## config.mk

```make
export PLATFORM = sky130hd
export DESIGN_NAME = i2c_master_nb
export DESIGN_NICKNAME = d
export VERILOG_FILES = /design/src/rtl/i2c_master_nb.sv
export SDC_FILE = /design/constraint.sdc
export NUM_CORES = 1
export LEC_CHECK = 0
export ABC_AREA = 0
export CORE_UTILIZATION = 50
export DETAILED_ROUTE_END_ITERATION = 6
export GPL_ROUTABILITY_DRIVEN = 1
export GPL_TIMING_DRIVEN = 0
export HOLD_SLACK_MARGIN = 0.1
export PLACE_DENSITY_LB_ADDON = 0.25
export REMOVE_ABC_BUFFERS = 1
export SLEW_MARGIN = 0
export SYNTH_ARGS = -nofsm -noshare
export SYNTH_HDL_FRONTEND = slang
export SYNTH_SLANG_ARGS = --single-unit
```

## constraint.sdc

```tcl
create_clock -name clk -period 5.74 [get_ports clk]
set_clock_uncertainty 0.15 [all_clocks]
set_input_delay 1.148 -clock clk [delete_from_list [all_inputs] [get_ports clk]]
set_output_delay 1.148 -clock clk [all_outputs]
set_load 0.02 [all_outputs]
```

## src/rtl/i2c_master_nb.sv

```systemverilog
// rtl/i2c_master_nb.sv - multi-byte I2C master: START, addr+R/W, NBYTES data with ACK checking, STOP
// Outputs are registered from next-state values so they line up with the state register.
module i2c_master_nb #(
  parameter int CLK_DIV = 1,
  parameter int NBYTES  = 2
) (
  input  logic                clk,
  input  logic                RESET,
  input  logic                START_STB,
  input  logic                RNW,
  input  logic [6:0]          I2C_ADDR,
  input  logic [8*NBYTES-1:0] WR_DATA,
  input  logic                SDA_IN,
  output logic                SCL,
  output logic                SDA_OUT,
  output logic                SDA_OE,
  output logic [8*NBYTES-1:0] RD_DATA,
  output logic                BUSY,
  output logic                DONE,
  output logic                NACK
);
  localparam int QW = (CLK_DIV > 1) ? $clog2(CLK_DIV) : 1;
  localparam int DW = 8 * NBYTES;
  localparam int SW = DW + 8;

  typedef enum logic [2:0] {IDLE, START, ADDR, ADDR_ACK, DATA, DATA_ACK, STOP} state_t;

  state_t        state_q, state_d;
  logic [QW-1:0] qtr_q, qtr_d;
  logic [1:0]    ph_q, ph_d;
  logic [2:0]    bit_q, bit_d;
  logic [1:0]    byte_q, byte_d;
  logic [SW-1:0] sh_q, sh_d;
  logic [DW-1:0] rx_q, rx_d, rd_q, rd_d;
  logic          rnw_q, rnw_d, ack_q, ack_d;
  logic          busy_q, busy_d, done_q, done_d, nack_q, nack_d;
  logic          scl_q, scl_d, sda_out_q, sda_out_d, sda_oe_q, sda_oe_d;
  logic          tick, sample, slot_end;

  assign tick     = (qtr_q == QW'(CLK_DIV - 1));
  assign sample   = tick && (ph_q == 2'd2);
  assign slot_end = tick && (ph_q == 2'd3);

  always_comb begin
    state_d = state_q;
    qtr_d   = qtr_q;
    ph_d    = ph_q;
    bit_d   = bit_q;
    byte_d  = byte_q;
    sh_d    = sh_q;
    rx_d    = rx_q;
    rd_d    = rd_q;
    rnw_d   = rnw_q;
    ack_d   = ack_q;
    busy_d  = busy_q;
    done_d  = 1'b0;
    nack_d  = nack_q;

    if (state_q != IDLE) begin
      qtr_d = tick ? '0 : qtr_q + 1'b1;
      if (tick) ph_d = ph_q + 2'd1;
    end

    if (sample) begin
      ack_d = SDA_IN;
      if (state_q == DATA && rnw_q) rx_d = {rx_q[DW-2:0], SDA_IN};
    end

    case (state_q)
      IDLE: begin
        if (START_STB) begin
          state_d = START;
          qtr_d   = '0;
          ph_d    = 2'd0;
          bit_d   = 3'd7;
          sh_d    = {I2C_ADDR, RNW, WR_DATA};
          rnw_d   = RNW;
          busy_d  = 1'b1;
          nack_d  = 1'b0;
        end
      end
      START: begin
        if (tick && ph_q == 2'd1) begin
          state_d = ADDR;
          ph_d    = 2'd0;
        end
      end
      ADDR: begin
        if (slot_end) begin
          sh_d = sh_q << 1;
          if (bit_q == 3'd0) state_d = ADDR_ACK;
          else bit_d = bit_q - 3'd1;
        end
      end
      ADDR_ACK: begin
        if (slot_end) begin
          if (ack_q) begin
            state_d = STOP;
            nack_d  = 1'b1;
          end else begin
            state_d = DATA;
            bit_d   = 3'd7;
            byte_d  = 2'(NBYTES - 1);
          end
        end
      end
      DATA: begin
        if (slot_end) begin
          sh_d = sh_q << 1;
          if (bit_q == 3'd0) state_d = DATA_ACK;
          else bit_d = bit_q - 3'd1;
        end
      end
      DATA_ACK: begin
        // Slave NACK only aborts writes; on reads the master owns this slot.
        if (slot_end) begin
          if (!rnw_q && ack_q) begin
            state_d = STOP;
            nack_d  = 1'b1;
          end else if (byte_q == 2'd0) begin
            state_d = STOP;
          end else begin
            state_d = DATA;
            bit_d   = 3'd7;
            byte_d  = byte_q - 2'd1;
          end
        end
      end
      STOP: begin
        if (slot_end) begin
          state_d = IDLE;
          qtr_d   = '0;
          ph_d    = 2'd0;
          bit_d   = 3'd0;
          byte_d  = 2'd0;
          busy_d  = 1'b0;
          done_d  = 1'b1;
          if (rnw_q && !nack_q) rd_d = rx_q;
        end
      end
      default: state_d = IDLE;
    endcase
  end

  always_comb begin
    scl_d     = 1'b1;
    sda_oe_d  = 1'b0;
    sda_out_d = 1'b1;
    case (state_d)
      START: begin
        sda_oe_d  = ph_d[0];
        sda_out_d = ~ph_d[0];
      end
      ADDR: begin
        scl_d     = ph_d[1];
        sda_oe_d  = 1'b1;
        sda_out_d = sh_d[SW-1];
      end
      ADDR_ACK: scl_d = ph_d[1];
      DATA: begin
        scl_d     = ph_d[1];
        sda_oe_d  = ~rnw_d;
        sda_out_d = rnw_d | sh_d[SW-1];
      end
      DATA_ACK: begin
        scl_d     = ph_d[1];
        sda_oe_d  = rnw_d;
        sda_out_d = ~rnw_d | (byte_d == 2'd0);
      end
      STOP: begin
        scl_d     = (ph_d != 2'd0);
        sda_oe_d  = ~ph_d[1];
        sda_out_d = ph_d[1];
      end
      default: ;
    endcase
  end

  always_ff @(posedge clk) begin
    if (RESET) begin
      state_q   <= IDLE;
      qtr_q     <= '0;
      ph_q      <= 2'd0;
      bit_q     <= 3'd0;
      byte_q    <= 2'd0;
      sh_q      <= '0;
      rx_q      <= '0;
      rd_q      <= '0;
      rnw_q     <= 1'b0;
      ack_q     <= 1'b0;
      busy_q    <= 1'b0;
      done_q    <= 1'b0;
      nack_q    <= 1'b0;
      scl_q     <= 1'b1;
      sda_out_q <= 1'b1;
      sda_oe_q  <= 1'b0;
    end else begin
      state_q   <= state_d;
      qtr_q     <= qtr_d;
      ph_q      <= ph_d;
      bit_q     <= bit_d;
      byte_q    <= byte_d;
      sh_q      <= sh_d;
      rx_q      <= rx_d;
      rd_q      <= rd_d;
      rnw_q     <= rnw_d;
      ack_q     <= ack_d;
      busy_q    <= busy_d;
      done_q    <= done_d;
      nack_q    <= nack_d;
      scl_q     <= scl_d;
      sda_out_q <= sda_out_d;
      sda_oe_q  <= sda_oe_d;
    end
  end

  assign SCL     = scl_q;
  assign SDA_OUT = sda_out_q;
  assign SDA_OE  = sda_oe_q;
  assign RD_DATA = rd_q;
  assign BUSY    = busy_q;
  assign DONE    = done_q;
  assign NACK    = nack_q;

endmodule

```

==> summary.md, run 1 <==
| Metric | Value |
|---|---|
| Synth Flop Type | `dfxtp_1` |
| Worst Setup End Kind | `flop` |
| Die Y | `84.46 µm` |
| CTS Buf Count | `9` |
| Status | `finished, violations left` |
| Pwr per Cell Area | `325.9 nW/µm²` |
| Setup slack, reg-to-reg | `2.61 ns` |
| Count of cell types in the netlist | `56` |
| Root buf cell | `clkbuf_8` |
| Antenna diode count | `0` |
| Drt total wl | `7289 µm` |
| Fin area | `4053 µm²` |
| Final ANT Viol Nets | `0` |
| Min-Delay Startpoint | `rx_q[15]` |
| Hold_ws | `0.3122 ns` |
| Worst Path Required | `between 5 and 6 ns` |
| I/O pins | `50` |
| Die area | `7133 µm²` |
| HPWL Detailed | `4677 µm` |
| Congestion Overflow GR | `0` |
| Yosys reg bits | `75` |
| Initial antenna violation count | `0` |
| Reg2reg end | `SDA_OE` |
| Max Cap Violations | `0` |
| Worst slew pin tran | `1.315 ns` |
| Core Area | `between 6000 and 7000 µm²` |
| RD Place Congestion | `about 0.8` |
| Post-synth EDFFs | `0` |
| Port Buffers | `49` |
| Max clock buf depth | `2` |
| Crit Path Category | `in -> reg` |
| Post-detailed-route wirelength per cell | `14.70 µm` |
| Slew Limit Fails | `0` |
| # DRC | `2` |
| Max_slew headroom | `0.1195` |
| Clock transition at the registers of the reported paths | `around 0.070 ns` |
| Via count | `~2900` |
| GRT Resource Usage Total | `0.2183` |
| Arr. time, crit path | `around 3.8 ns` |
| Tmin final | `3.722 ns` |
| Yosys warnings | `0` |
| Post-cts sizing count | `0` |
| Via density | `5.869` |
| Syn_area_per_cell | `~8.8 µm²` |
| Worst-skew pair later-pin latency | `0.34 ns` |
| CP max FO | `28` |
| Initial DRC Count | `321` |
| Layout cells sized above 1 | `0.06921` |
| Failing checks | `design-rule violations` |
| CTS tree | `done` |
| Post-synth ARST share | `0` |
| Hold endpoint | `rx_q[15]` |
| DRT Pass-1 Iters | `7` |
| Rows | `29` |
| Most common cell after layout, fill and taps aside | `dfxtp_1` |
| Critical Path Start Type | `primary input` |
| Cts hold-fix bufs | `0` |
| Synthesized instance count | `385` |
| Number of fill cells | `about 570` |
| Post-Syn Area | `~3400 µm²` |
| # setup viols final | `0` |
| Sequential share of the synthesized area | `0.4417` |
| Pin count of the biggest net entering global routing | `56` |
| Peak supply drop | `236.2 µV` |
| Fmax | `268.7 MHz` |
| First-pass GRT wire length | `12520 µm` |
| Initial Util | `0.5263` |
| Most frequent cells in the layout | `75 x dfxtp_1, 58 x nor2_1, 48 x clkdlybuf4s50_1` |
| Vias in the first global route | `2703` |
| Layout area overhead | `19.21%` |
| # clock sinks | `75` |
| Setup repair bufs after CTS | `0` |
| Worst r2r path cells | `6` |
| Fin nets | `447` |
| Reg2reg start | `state_q[0]` |
| CTS H-Tree Depth | `3` |
| Worst hold-check path type | `reg -> reg` |
| Setup TNS | `0 ns` |
| RSZ-0062 raised after global routing | `false` |
| DP Area | `~3800 µm²` |
| Die W | `roughly 84 µm` |
| Hold Path Depth | `2` |
| Final hold violation count | `0` |
| Leakage | `1.544 nW` |
| Period Utilization, post-route | `0.6485` |
[layer usage]
layer	global-route usage	wire length, µm	vias up
met1	0.2815	3363	1381
met2	0.3405	3475	71
met3	0.08555	405	4
met4	0.06317	44	0
li1	-	-	1455
met5	0	0	-
[metrics by stage]
stage / std cells / setup slack [ns] / power, mW / util
after floorplan: 353 / 2.733 / 0.8225 / -
after global placement: 479 / 1.309 / 0.9108 / 0.5924
after detailed placement: 480 / 1.722 / 0.9189 / 0.5947
after CTS: 496 / 2.081 / 1.331 / 0.6261
after global routing: 496 / 1.847 / 1.405 / 0.6275
final: 496 / 2.018 / 1.321 / 0.6275
[synth_stat cells (all sizes together), types with 2 or more instances]
cell type,n,area [µm²]
a211oi,3,22.52
a21oi,28,143.9
a222oi,22,220.2
a311oi,3,32.53
a31oi,3,18.77
a32oi,3,26.28
and2,4,25.02
and3,2,12.51
buf,18,107.6
clkbuf,14,52.55
dfxtp,75,1501
ha,5,62.56
inv,10,37.54
mux2i,18,180.2
nand2,41,153.9
nand2b,5,31.28
nand3,4,20.02
nand3b,2,15.01
nor2,58,217.7
nor2b,6,37.54
nor3,8,40.04
nor4bb,2,20.02
o211ai,3,32.53
o21ai,15,75.07
o21bai,3,22.52
o31ai,3,22.52
or4,3,22.52
or4b,2,23.77
[worst max-delay path, cell delays in order]
cell and delay (ns):
clkdlybuf4s50_1 0.59, nor4b_4 1.09, mux2_2 0.46, and4_1 0.15
nor3_1 0.14, o21bai_1 0.09, a21oi_1 0.17
[sequential cells by signal (all words and copies together) (netlist names)]
name,cells
BUSY,1
DONE,1
NACK,1
RD_DATA,16
SCL,1
SDA_OE,1
SDA_OUT,1
ack_q,1
bit_q,3
byte_q,2
ph_q,2
qtr_q,1
rnw_q,1
rx_q,16
sh_q,24
state_q,3
[layout make-up]
type / count / area, µm² / share of cell area
inverter: 10 / 37.54 / 0.009262
tap: 77 / 96.34 / 0.02377
clock inverter: 5 / 61.31 / 0.01513
sequential: 75 / 1501 / 0.3705
timing repair buffer: 50 / 505.5 / 0.1247
clock buffer: 11 / 141.4 / 0.03489
multi-input combinational: 268 / 1709 / 0.4217
[worst max path at each step]
stage / depth (start not counted) / slack, ns / start / endpoint
after floorplan: 5 / 2.73 / START_STB / SDA_OUT
after global placement: 4 / 1.31 / RESET / BUSY
after detailed placement: 7 / 1.72 / START_STB / SDA_OE
after CTS: 7 / 2.08 / START_STB / SDA_OE
after global routing: 6 / 1.85 / START_STB / SDA_OUT
final: 7 / 2.02 / START_STB / SDA_OE
[cell families after synthesis]
logic type / synth area share
AO/OA/AOI/OAI: 0.2142
buffers and inverters: 0.05815
multiplexers: 0.05631
AND/OR/NAND/NOR: 0.2057
flip-flops: 0.4417
XOR/XNOR: 0.002577
adder cells (fa/ha/maj): 0.02135
[power by group]
| part | total, mW | internal (mW) | switching (mW) |
|---|---|---|---|
| Clock | 0.409 | 0.215 | 0.194 |
| Sequential | 0.614 | 0.562 | 0.0515 |
| Combinational | 0.298 | 0.138 | 0.160 |
(Power assumes the default switching activity.)
==> run 2, diff against run 1 <==
--- a/config.mk
+++ b/config.mk
@@ -6,7 +6,7 @@
 export NUM_CORES = 1
 export LEC_CHECK = 0
 export ABC_AREA = 0
-export CORE_UTILIZATION = 50
+export CORE_UTILIZATION = 49
 export DETAILED_ROUTE_END_ITERATION = 6
 export GPL_ROUTABILITY_DRIVEN = 1
 export GPL_TIMING_DRIVEN = 0
==> constraint.sdc (replaced) <==
create_clock -name clk -period 3.08 [get_ports clk]
set_clock_uncertainty 0.15 [all_clocks]
set_input_delay 0.616 -clock clk [delete_from_list [all_inputs] [get_ports clk]]
set_output_delay 0.616 -clock clk [all_outputs]
set_load 0.02 [all_outputs]
==> run 2 against run 1 <==
First-iteration DRC count down 2.2%. Routed wire length up 4.9%. Clock-buffer cell count down 2. Hold slack worse by 0.0069 ns. Critical endpoint is now SCL. Critical path type is now reg -> reg. Critical path depth down 2. Worst setup slack worse by 1.7 ns. Utilization down 0.64 points. Clock power up 75%. The run now ends clean. Die area up 2.0%. Non-clock buffer count unchanged. Sequential power up 87%.
==> summary.md, run 2 (synthesis gave the netlist of run 1 again) <==
| Metric | Value |
|---|---|
| Status | `complete, no violations` |
| Crit Path Category | `reg -> reg` |
| Via density | `5.980` |
| Worst Setup End Kind | `flop` |
| RSZ-0062 raised after global routing | `false` |
| Sequential Area | `1504 µm²` |
| Antenna diode count | `0` |
| GRT Resource Usage Total | `0.2158` |
| Setup repair bufs after CTS | `0` |
| Switching power | `about 0.82 mW` |
| # DRC | `0` |
| First-pass GRT wire length | `roughly 12000 µm` |
| Layout cells sized above 1 | `0.08095` |
| Initial Util | `0.5205` |
| Final worst slack | `0.2686 ns` |
| Hold Path Depth | `2` |
| DP Area | `slightly below 4000 µm²` |
| DRT Pass-1 Iters | `7` |
| Cts hold-fix bufs | `0` |
| Rows | `29` |
| Pre-CTS WS | `-0.4342 ns` |
| Worst r2r path cells | `5` |
| Critical Path Start Type | `flop` |
| CP max FO | `31` |
| Most frequent cells in the layout | `73 x dfxtp_1, 58 x nor2_1, 48 x clkdlybuf4s50_1` |
| Gate power share | `0.233` |
| Tmin final | `2.811 ns` |
| Peak supply drop | `approximately 310 µV` |
| Seq pwr share | `0.472` |
| Initial antenna violation count | `0` |
| Core Area | `~6500 µm²` |
| Max Cap Violations | `0` |
| Root buf cell | `clkbuf_8` |
| CTS Buf Count | `9` |
| Congestion Overflow GR | `0` |
| Hold_ws | `0.3053 ns` |
| Drt total wl | `~7600 µm` |
| Final hold violation count | `0` |
| Switching Share | `0.3355` |
| Pin count of the biggest net entering global routing | `46` |
| Leakage | `1.533 nW` |
| Worst hold-check path type | `reg -> reg` |
| Fmax | `355.7 MHz` |
| Pwr per Cell Area | `599.2 nW/µm²` |
| CTS H-Tree Depth | `3` |
| Final ANT Viol Nets | `0` |
| Worst Path Required | `approximately 3.2 ns` |
| Die Y | `roughly 85 µm` |
| Most common cell after layout, fill and taps aside | `dfxtp_1` |
| Area taken by multi-input logic gates | `around 1700 µm²` |
| I/O pins | `50` |
| # clock sinks | `75` |
| Clock share of power | `0.295` |
| Vias in the first global route | `2628` |
| Via count | `2972` |
| Post-detailed-route wirelength per cell | `15.38 µm` |
| Worst slew pin tran | `between 1 and 1.5 ns` |
| Period Utilization, post-route | `0.9128` |
| Worst-skew pair later-pin latency | `between 0.3 and 0.4 ns` |
| Number of fill cells | `569` |
| Slew Limit Fails | `0` |
| # setup viols final | `0` |
| RD Place Congestion | `0.7944` |
| Layout area overhead | `19.32%` |
| Int Pwr | `approximately 1.6 mW` |
| CTS tree | `done` |
| Flip-flop count of the largest register after layout | `24` |
| Die W | `85.30 µm` |
| Clock transition at the registers of the reported paths | `0.08 ns` |
| Max_slew headroom | `0.1466` |
| Fin area | `around 4100 µm²` |
| Max clock buf depth | `2` |
| HPWL Detailed | `4834 µm` |
| Arr. time, crit path | `2.89 ns` |
| Port Buffers | `49` |
| Die area | `7275 µm²` |
| Fin nets | `448` |
| Register with the most flip-flops | `sh_q` |
| Initial DRC Count | `between 300 and 400` |
[run 2: final timing paths]
path | from | to | slack [ns]
worst min-delay path | rx_q[15] | rx_q[15] | 0.31
worst max-delay path | state_q[0] | SCL | 0.27
worst min register to register | rx_q[15] | rx_q[15] | 0.31
worst max register to register | state_q[0] | SCL | 0.27
[run 2: layout make-up]
type	instances	area share
tap	77	0.02375
multi-input combinational	269	0.4263
timing repair buffer	50	0.1246
clock inverter	7	0.01481
inverter	10	0.009254
clock buffer	9	0.03054
sequential	75	0.3708
[run 2: layer usage]
layer / vias to the layer above / share of wire / wire length (µm) / global-route usage
met1: 1411 / 0.46 / 3529 / 0.2919
met2: 86 / 0.47 / 3585 / 0.3380
li1: 1464 / - / - / -
met5: - / 0 / 0 / 0
met3: 11 / 0.053 / 404 / 0.04475
met4: 0 / 0.016 / 124 / 0.08636
[run 2: timing repair]
action / 4_1_cts / 5_1_grt
gates resized for setup: 0 / 3
setup endpoints to repair: 2 / 39
gates cloned: 1 / 0
[run 2: critical path: stages, from the launching register on]
cell,delay (ns)
dfxtp_1,1.07
nor4b_4,0.25
a21oi_1,0.27
and3_1,0.35
a21oi_2,0.08
or4b_1,0.50
[run 2: power by group through the flow]
stage / Sequential, mW / Combinational, mW / Clock (mW)
floorplan: 1.16 / 0.377 / 0
global placement: 1.16 / 0.540 / 0
detailed placement: 1.16 / 0.554 / 0
CTS: 1.14 / 0.562 / 0.723
global route: 1.16 / 0.626 / 0.770
finish: 1.15 / 0.566 / 0.717
[run 2: through the flow]
stage            util  power, mW  setup TNS [ns]  cells
2_1_floorplan       -      1.533               0    353
3_3_place_gp   0.5858      1.702          -16.48    479
3_5_place_dp   0.5881      1.717          -1.063    480
4_1_cts        0.6186      2.429               0    497
5_1_grt        0.6211      2.559               0    497
6_report       0.6211      2.431               0    497
